**src/rtl/ex_result_arbiter.sv**
```systemverilog
// EX->MEM result arbiter: per-FU result FIFOs, round-robin grant, registered valid/ready output.
module ex_result_arbiter #(
    parameter int unsigned DATA_W = 32,
    parameter int unsigned DEPTH  = 2
) (
    input  logic              clk,
    input  logic              rst,
    input  logic              flush,
    input  logic              fu0_valid,
    output logic              fu0_ready,
    input  logic [DATA_W-1:0] fu0_result,
    input  logic [DATA_W-1:0] fu0_pc,
    input  logic              fu1_valid,
    output logic              fu1_ready,
    input  logic [DATA_W-1:0] fu1_result,
    input  logic [DATA_W-1:0] fu1_pc,
    input  logic              fu2_valid,
    output logic              fu2_ready,
    input  logic [DATA_W-1:0] fu2_result,
    input  logic [DATA_W-1:0] fu2_pc,
    input  logic              fu2_op_write,
    input  logic              fu2_op_read,
    output logic              out_valid,
    input  logic              out_ready,
    output logic [2:0]        out_tunnel,
    output logic [DATA_W-1:0] out_result,
    output logic [DATA_W-1:0] out_pc,
    output logic              out_op_write,
    output logic              out_op_read,
    output logic              busy
);
    localparam int unsigned NUM_FU = 3;
    // Entry layout {result, pc, op_write, op_read}; op bits are tied low for fu0/fu1.
    localparam int unsigned ENT_W  = 2 * DATA_W + 2;
    localparam int unsigned AW     = $clog2(DEPTH);
    localparam int unsigned CW     = $clog2(DEPTH + 1);

    logic [ENT_W-1:0]  mem_q  [NUM_FU][DEPTH];
    logic [ENT_W-1:0]  mem_d  [NUM_FU][DEPTH];
    logic [AW-1:0]     wptr_q [NUM_FU];
    logic [AW-1:0]     wptr_d [NUM_FU];
    logic [AW-1:0]     rptr_q [NUM_FU];
    logic [AW-1:0]     rptr_d [NUM_FU];
    logic [CW-1:0]     cnt_q  [NUM_FU];
    logic [CW-1:0]     cnt_d  [NUM_FU];
    logic [1:0]        rr_q, rr_d;

    logic              out_valid_q, out_valid_d;
    logic [2:0]        out_tunnel_q, out_tunnel_d;
    logic [ENT_W-1:0]  out_ent_q, out_ent_d;

    logic [ENT_W-1:0]  din [NUM_FU];
    logic [NUM_FU-1:0] in_valid, fu_ready, nonempty, push, pop;
    logic              slot_free, gnt_any;
    logic [1:0]        gnt_idx;
    logic [2:0]        cand_sum;
    logic [ENT_W-1:0]  gnt_ent;

    assign din[0]   = {fu0_result, fu0_pc, 2'b00};
    assign din[1]   = {fu1_result, fu1_pc, 2'b00};
    assign din[2]   = {fu2_result, fu2_pc, fu2_op_write, fu2_op_read};
    assign in_valid = {fu2_valid, fu1_valid, fu0_valid};

    // Per-FU acceptance depends on registered occupancy only (no path from out_ready).
    always_comb begin
        for (int i = 0; i < NUM_FU; i++) begin
            fu_ready[i] = (cnt_q[i] < CW'(DEPTH)) && !rst;
            nonempty[i] = (cnt_q[i] != '0);
        end
    end

    assign fu0_ready = fu_ready[0];
    assign fu1_ready = fu_ready[1];
    assign fu2_ready = fu_ready[2];
    assign slot_free = !out_valid_q || out_ready;

    // Round-robin search starting at rr_q, wrapping mod 3.
    always_comb begin
        gnt_any  = 1'b0;
        gnt_idx  = 2'd0;
        cand_sum = 3'd0;
        for (int k = 0; k < NUM_FU; k++) begin
            cand_sum = {1'b0, rr_q} + 3'(k);
            if (cand_sum >= 3'd3) cand_sum = cand_sum - 3'd3;
            if (!gnt_any && nonempty[cand_sum[1:0]]) begin
                gnt_any = 1'b1;
                gnt_idx = cand_sum[1:0];
            end
        end
        gnt_ent = mem_q[gnt_idx][rptr_q[gnt_idx]];
    end

    // Next-state for FIFOs, round-robin pointer and the output slot.
    always_comb begin
        mem_d        = mem_q;
        wptr_d       = wptr_q;
        rptr_d       = rptr_q;
        cnt_d        = cnt_q;
        rr_d         = rr_q;
        out_valid_d  = out_valid_q;
        out_tunnel_d = out_tunnel_q;
        out_ent_d    = out_ent_q;
        for (int i = 0; i < NUM_FU; i++) begin
            push[i] = in_valid[i] && fu_ready[i];
            pop[i]  = slot_free && gnt_any && (gnt_idx == 2'(i));
            if (push[i]) begin
                mem_d[i][wptr_q[i]] = din[i];
                wptr_d[i]           = wptr_q[i] + AW'(1);
            end
            if (pop[i]) rptr_d[i] = rptr_q[i] + AW'(1);
            cnt_d[i] = cnt_q[i] + CW'(push[i]) - CW'(pop[i]);
        end
        if (slot_free) begin
            out_valid_d = gnt_any;
            if (gnt_any) begin
                out_tunnel_d = 3'b001 << gnt_idx;
                out_ent_d    = gnt_ent;
                rr_d         = (gnt_idx == 2'd2) ? 2'd0 : gnt_idx + 2'd1;
            end
        end
        // Flush drops everything in flight but keeps round-robin fairness state.
        if (flush) begin
            for (int i = 0; i < NUM_FU; i++) begin
                wptr_d[i] = '0;
                rptr_d[i] = '0;
                cnt_d[i]  = '0;
            end
            out_valid_d = 1'b0;
            rr_d        = rr_q;
        end
    end

    // State registers; storage array needs no reset since counts gate every read.
    always_ff @(posedge clk) begin
        mem_q <= mem_d;
        if (rst) begin
            for (int i = 0; i < NUM_FU; i++) begin
                wptr_q[i] <= '0;
                rptr_q[i] <= '0;
                cnt_q[i]  <= '0;
            end
            rr_q         <= 2'd0;
            out_valid_q  <= 1'b0;
            out_tunnel_q <= 3'b000;
            out_ent_q    <= '0;
        end else begin
            wptr_q       <= wptr_d;
            rptr_q       <= rptr_d;
            cnt_q        <= cnt_d;
            rr_q         <= rr_d;
            out_valid_q  <= out_valid_d;
            out_tunnel_q <= out_tunnel_d;
            out_ent_q    <= out_ent_d;
        end
    end

    assign out_valid    = out_valid_q;
    assign out_tunnel   = out_tunnel_q;
    assign out_result   = out_ent_q[ENT_W-1 -: DATA_W];
    assign out_pc       = out_ent_q[DATA_W+1 -: DATA_W];
    assign out_op_write = out_ent_q[1];
    assign out_op_read  = out_ent_q[0];
    assign busy         = nonempty[0] || nonempty[1] || nonempty[2] || out_valid_q;

endmodule

```
**config.mk**
```make
export PLATFORM = sky130hd
export DESIGN_NAME = ex_result_arbiter
export DESIGN_NICKNAME = d
export VERILOG_FILES = /design/src/rtl/ex_result_arbiter.sv
export SDC_FILE = /design/constraint.sdc
export NUM_CORES = 1
export LEC_CHECK = 0
export CAP_MARGIN = 30
export CELL_PAD_IN_SITES_DETAIL_PLACEMENT = 1
export CELL_PAD_IN_SITES_GLOBAL_PLACEMENT = 2
export CORE_UTILIZATION = 47
export DETAILED_ROUTE_END_ITERATION = 12
export DONT_BUFFER_PORTS = 1
export PLACE_DENSITY = 0.84
export SYNTH_ARGS = -nofsm -noshare
export SYNTH_HDL_FRONTEND = slang
export SYNTH_SLANG_ARGS = --single-unit
export TNS_END_PERCENT = 100
```
**constraint.sdc**
```tcl
create_clock -name clk -period 8.52 [get_ports clk]
set_input_delay 1.278 -clock clk [delete_from_list [all_inputs] [get_ports clk]]
set_output_delay 1.278 -clock clk [all_outputs]
set_load 0.005 [all_outputs]
```
==> impl_metrics.tcl <==
set metrics [dict create \
    antenna_found_initial 1 \
    max-slew-margin-rel 0.326 \
    cts_buffer_depth 3 \
    die-area_um2 40000 \
    hpwl_um 30200 \
    cts_root_buffer "clkbuf_16" \
    r2r_slack_ns 4.06 \
    critPathRequiredTime_ns 8.97 \
    io_buffers 0 \
    ir_drop_uv 213 \
    cts_buffers 50 \
    drt_iter0_markers 684 \
    rsz0062_at_grt "false" \
    min_to "out_ent_q[0]" \
    synthTopCellsByCount "edfxtp_1 (388), nor2_1 (154), nand3_1 (134)" \
    synth_fp_nets 1556 \
    die_w_um 200 \
    grt_pass1_vias 12464 \
    postCtsHoldBufs 0 \
    synth_top_area_share 0.632 \
    placed_cells 1772 \
    critPathMaxFanout 45 \
    placed_cell_area_um2 18900 \
    netlist_area_um2 18400 \
    ys_warn_count 0 \
    fin_setup_tns_ns 0 \
    drt.antenna.violating_nets 0 \
    path_buf_inv 4 \
    cts_resized 0 \
    routed_wl_um 53300 \
    synth_edf_count 388 \
    hold_viol 0 \
    dr.pass1.iters 5 \
    muxShareOfSynthArea 0.00109 \
    yosys_register_bits 472 \
    grt_max_degree 88 \
    rr_endpoint "cnt_q[1]" \
    cp-start-kind "flop" \
    synth.avg_cell_area_um2 13.7 \
    r2r-start "rr_q[0]" \
    vias 11635 \
    synthFlopType "edfxtp_1" \
    p_comb_frac 0.283 \
    endpoint_kind "flop" \
    synth_xor_area_frac 0.00570 \
    fin_crit_ns 4.46 \
    core_area_um2 38600 \
    period_share 0.523 \
    synth_adder_area_share 0.00611 \
    yosysTopAreaCell "edfxtp_1" \
    skew_ns 0.0222 \
    synth.most_common_cell "edfxtp_1" \
    synth_cell_type_count 46 \
    final_area_um2 20600 \
    gp_congestion 0.811 \
    tightest_slew_ns 1.01 \
    cp.arrival_ns 4.90 \
    seq_area_um2 13300 \
    nFillCells 3711 \
    path_clk_slew_ns 0.06 \
    drv_slew 0 \
    nets 1519 \
    p_sw_frac 0.335 \
    synth_top_family_by_area "compound AO/OA/AOI/OAI gates" \
    p_clk_frac 0.305 \
    path_class "flop to flop" \
    h-tree-depth 2 \
    initial_core_util 0.477 \
    die-height_um 200 \
    r2r_cells 15 \
    cts_sinks 472 \
    setup_viol 0 \
    layout-drive-gt1-share 0.110 \
    holdCritStartpoint "out_ent_q[0]" \
    stdcell_count 1870 \
    num_rows 72 \
    tritoncts "done" \
    internal_power_mw 4.64 \
    area_growth_pct 11.6 \
    clk_latency_ns 0.58 \
    multi_input_area_um2 4680 \
    syn_inst 1346 \
    synth-simple-area-share 0.0904 \
    ys_top_cells_by_area "edfxtp_1 (63%), dfxtp_1 (9.1%), nand3_1 (3.6%), nor2_1 (3.1%), a211o_1 (3.0%)" \
    post_drt_wl_per_cell_um 28.5 \
    yosysSeqAreaShare 0.724 \
    grt_overflow_total 0 \
    hold_class "flop to flop" \
    synth_compound_area_frac 0.145 \
    critPathSlowestCell "o22a_2" \
    min_path_cells 2 \
    status "completed" \
    pwr_density_cell_nw_per_um2 339 \
    grt_pass1_wl_um 77800 \
    drc 0 \
    avgViaCountPerCell 6.22 \
    grt_usage 0.267 \
    crit_family "simple AND/OR/NAND/NOR gates" \
    maxCapViolations 0 \
    p_leak_nw 6.94 \
    fmax_mhz 224 \
    pwr-share-seq 0.412 \
    ios 275 \
    p_sw_mw 2.34 \
    critPathMaxStageDelay_ns 0.56 \
    cts_setup_buffers 0 \
    synthArstFlopShare 0 \
    path_cells "inv_1 > ha_1 > or4b_1 > o21ai_1 > o22a_2 > buf_4 > nor2_4 > nand3_1 > inv_1 > ha_1 > inv_1 > ha_1 > xor2_1 > xnor2_1 > nor2_1" \
]
==> flip-flops by register name, indices dropped and copies added (netlist names) <==
signal / flops
mem_q: 388
out_ent_q: 66
cnt_q: 6
out_tunnel: 3
rptr_q: 3
wptr_q: 3
rr_q: 2
out_valid: 1
==> per-stage QoR <==
step                hold WS [ns]   util  setup WS (ns)  total power, mW
floorplan                  0.445      -           3.68             4.35
global placement           0.462  0.487           4.32             4.80
detailed placement         0.471  0.489           4.11             4.88
CTS                        0.480  0.530           4.08             7.02
global route               0.513  0.532           3.84             7.30
finish                     0.476  0.532           4.06             6.98
==> per-layer routing <==
| metal | share of wire | vias to the layer above | global-route usage |
|---|---|---|---|
| li1 | - | 5085 | - |
| met1 | 0.39 | 6045 | 0.327 |
| met2 | 0.49 | 401 | 0.443 |
| met3 | 0.084 | 102 | 0.0803 |
| met4 | 0.033 | 2 | 0.106 |
| met5 | 0.00034 | - | 0 |
==> worst max path at each step <==
stage	start	slack (ns)	depth (start not counted)	end
floorplan	rst	3.68	3	mem_q[100]
global placement	rr_q[0]	4.32	15	cnt_q[1]
detailed placement	rr_q[0]	4.11	15	cnt_q[1]
CTS	rr_q[0]	4.08	15	cnt_q[1]
global route	rr_q[0]	3.84	15	cnt_q[1]
finish	rr_q[0]	4.06	15	cnt_q[1]
==> layout by cell type, fill, tap and decap left out, types with 9 or more instances in the layout <==
cell type and n:
a211o_1 64, a21oi_1 69, a311oi_1 32, a311oi_2 33, buf_4 16, clkbuf_1 17, clkbuf_16 51, clkinv_2 10
dfxtp_1 84, edfxtp_1 388, ha_1 9, nand2_1 74, nand3_1 134, nor2_1 150, o211ai_1 65, o21ai_0 66
==> final cells by class <==
class | count | area share
clock inverter | 22 | 0.0102
multi-input combinational | 754 | 0.228
inverter | 9 | 0.00164
tap | 518 | 0.0315
sequential | 472 | 0.648
timing repair buffer | 22 | 0.0135
antenna | 2 | 0.000243
clock buffer | 71 | 0.0672
==> logic make-up (layout without fill, tap and decap cells) <==
kind of cell	after synthesis	count (layout)
xor+xnor	12	12
mux	2	2
simple gates	384	384
other cells	0	2
flops	472	472
buf+inv	120	124
fa+ha+maj	9	9
compound gates	347	347
==> tightest hold or removal path, stage by stage, from the launching register on <==
cell,delay [ns]
dfxtp_1,0.32
nand2_1,0.06
o21ai_1,0.05
==> power by group through the flow <==
stage | clock, mW | combinational (mW) | sequential, mW
after global routing | 2.25 | 2.16 | 2.89
final | 2.13 | 1.98 | 2.87
after CTS | 2.16 | 1.99 | 2.87
after floorplan | 0 | 1.49 | 2.86
after detailed placement | 0 | 1.96 | 2.92
after global placement | 0 | 1.89 | 2.91
No activity file was read; power rests on OpenSTA's default activity.
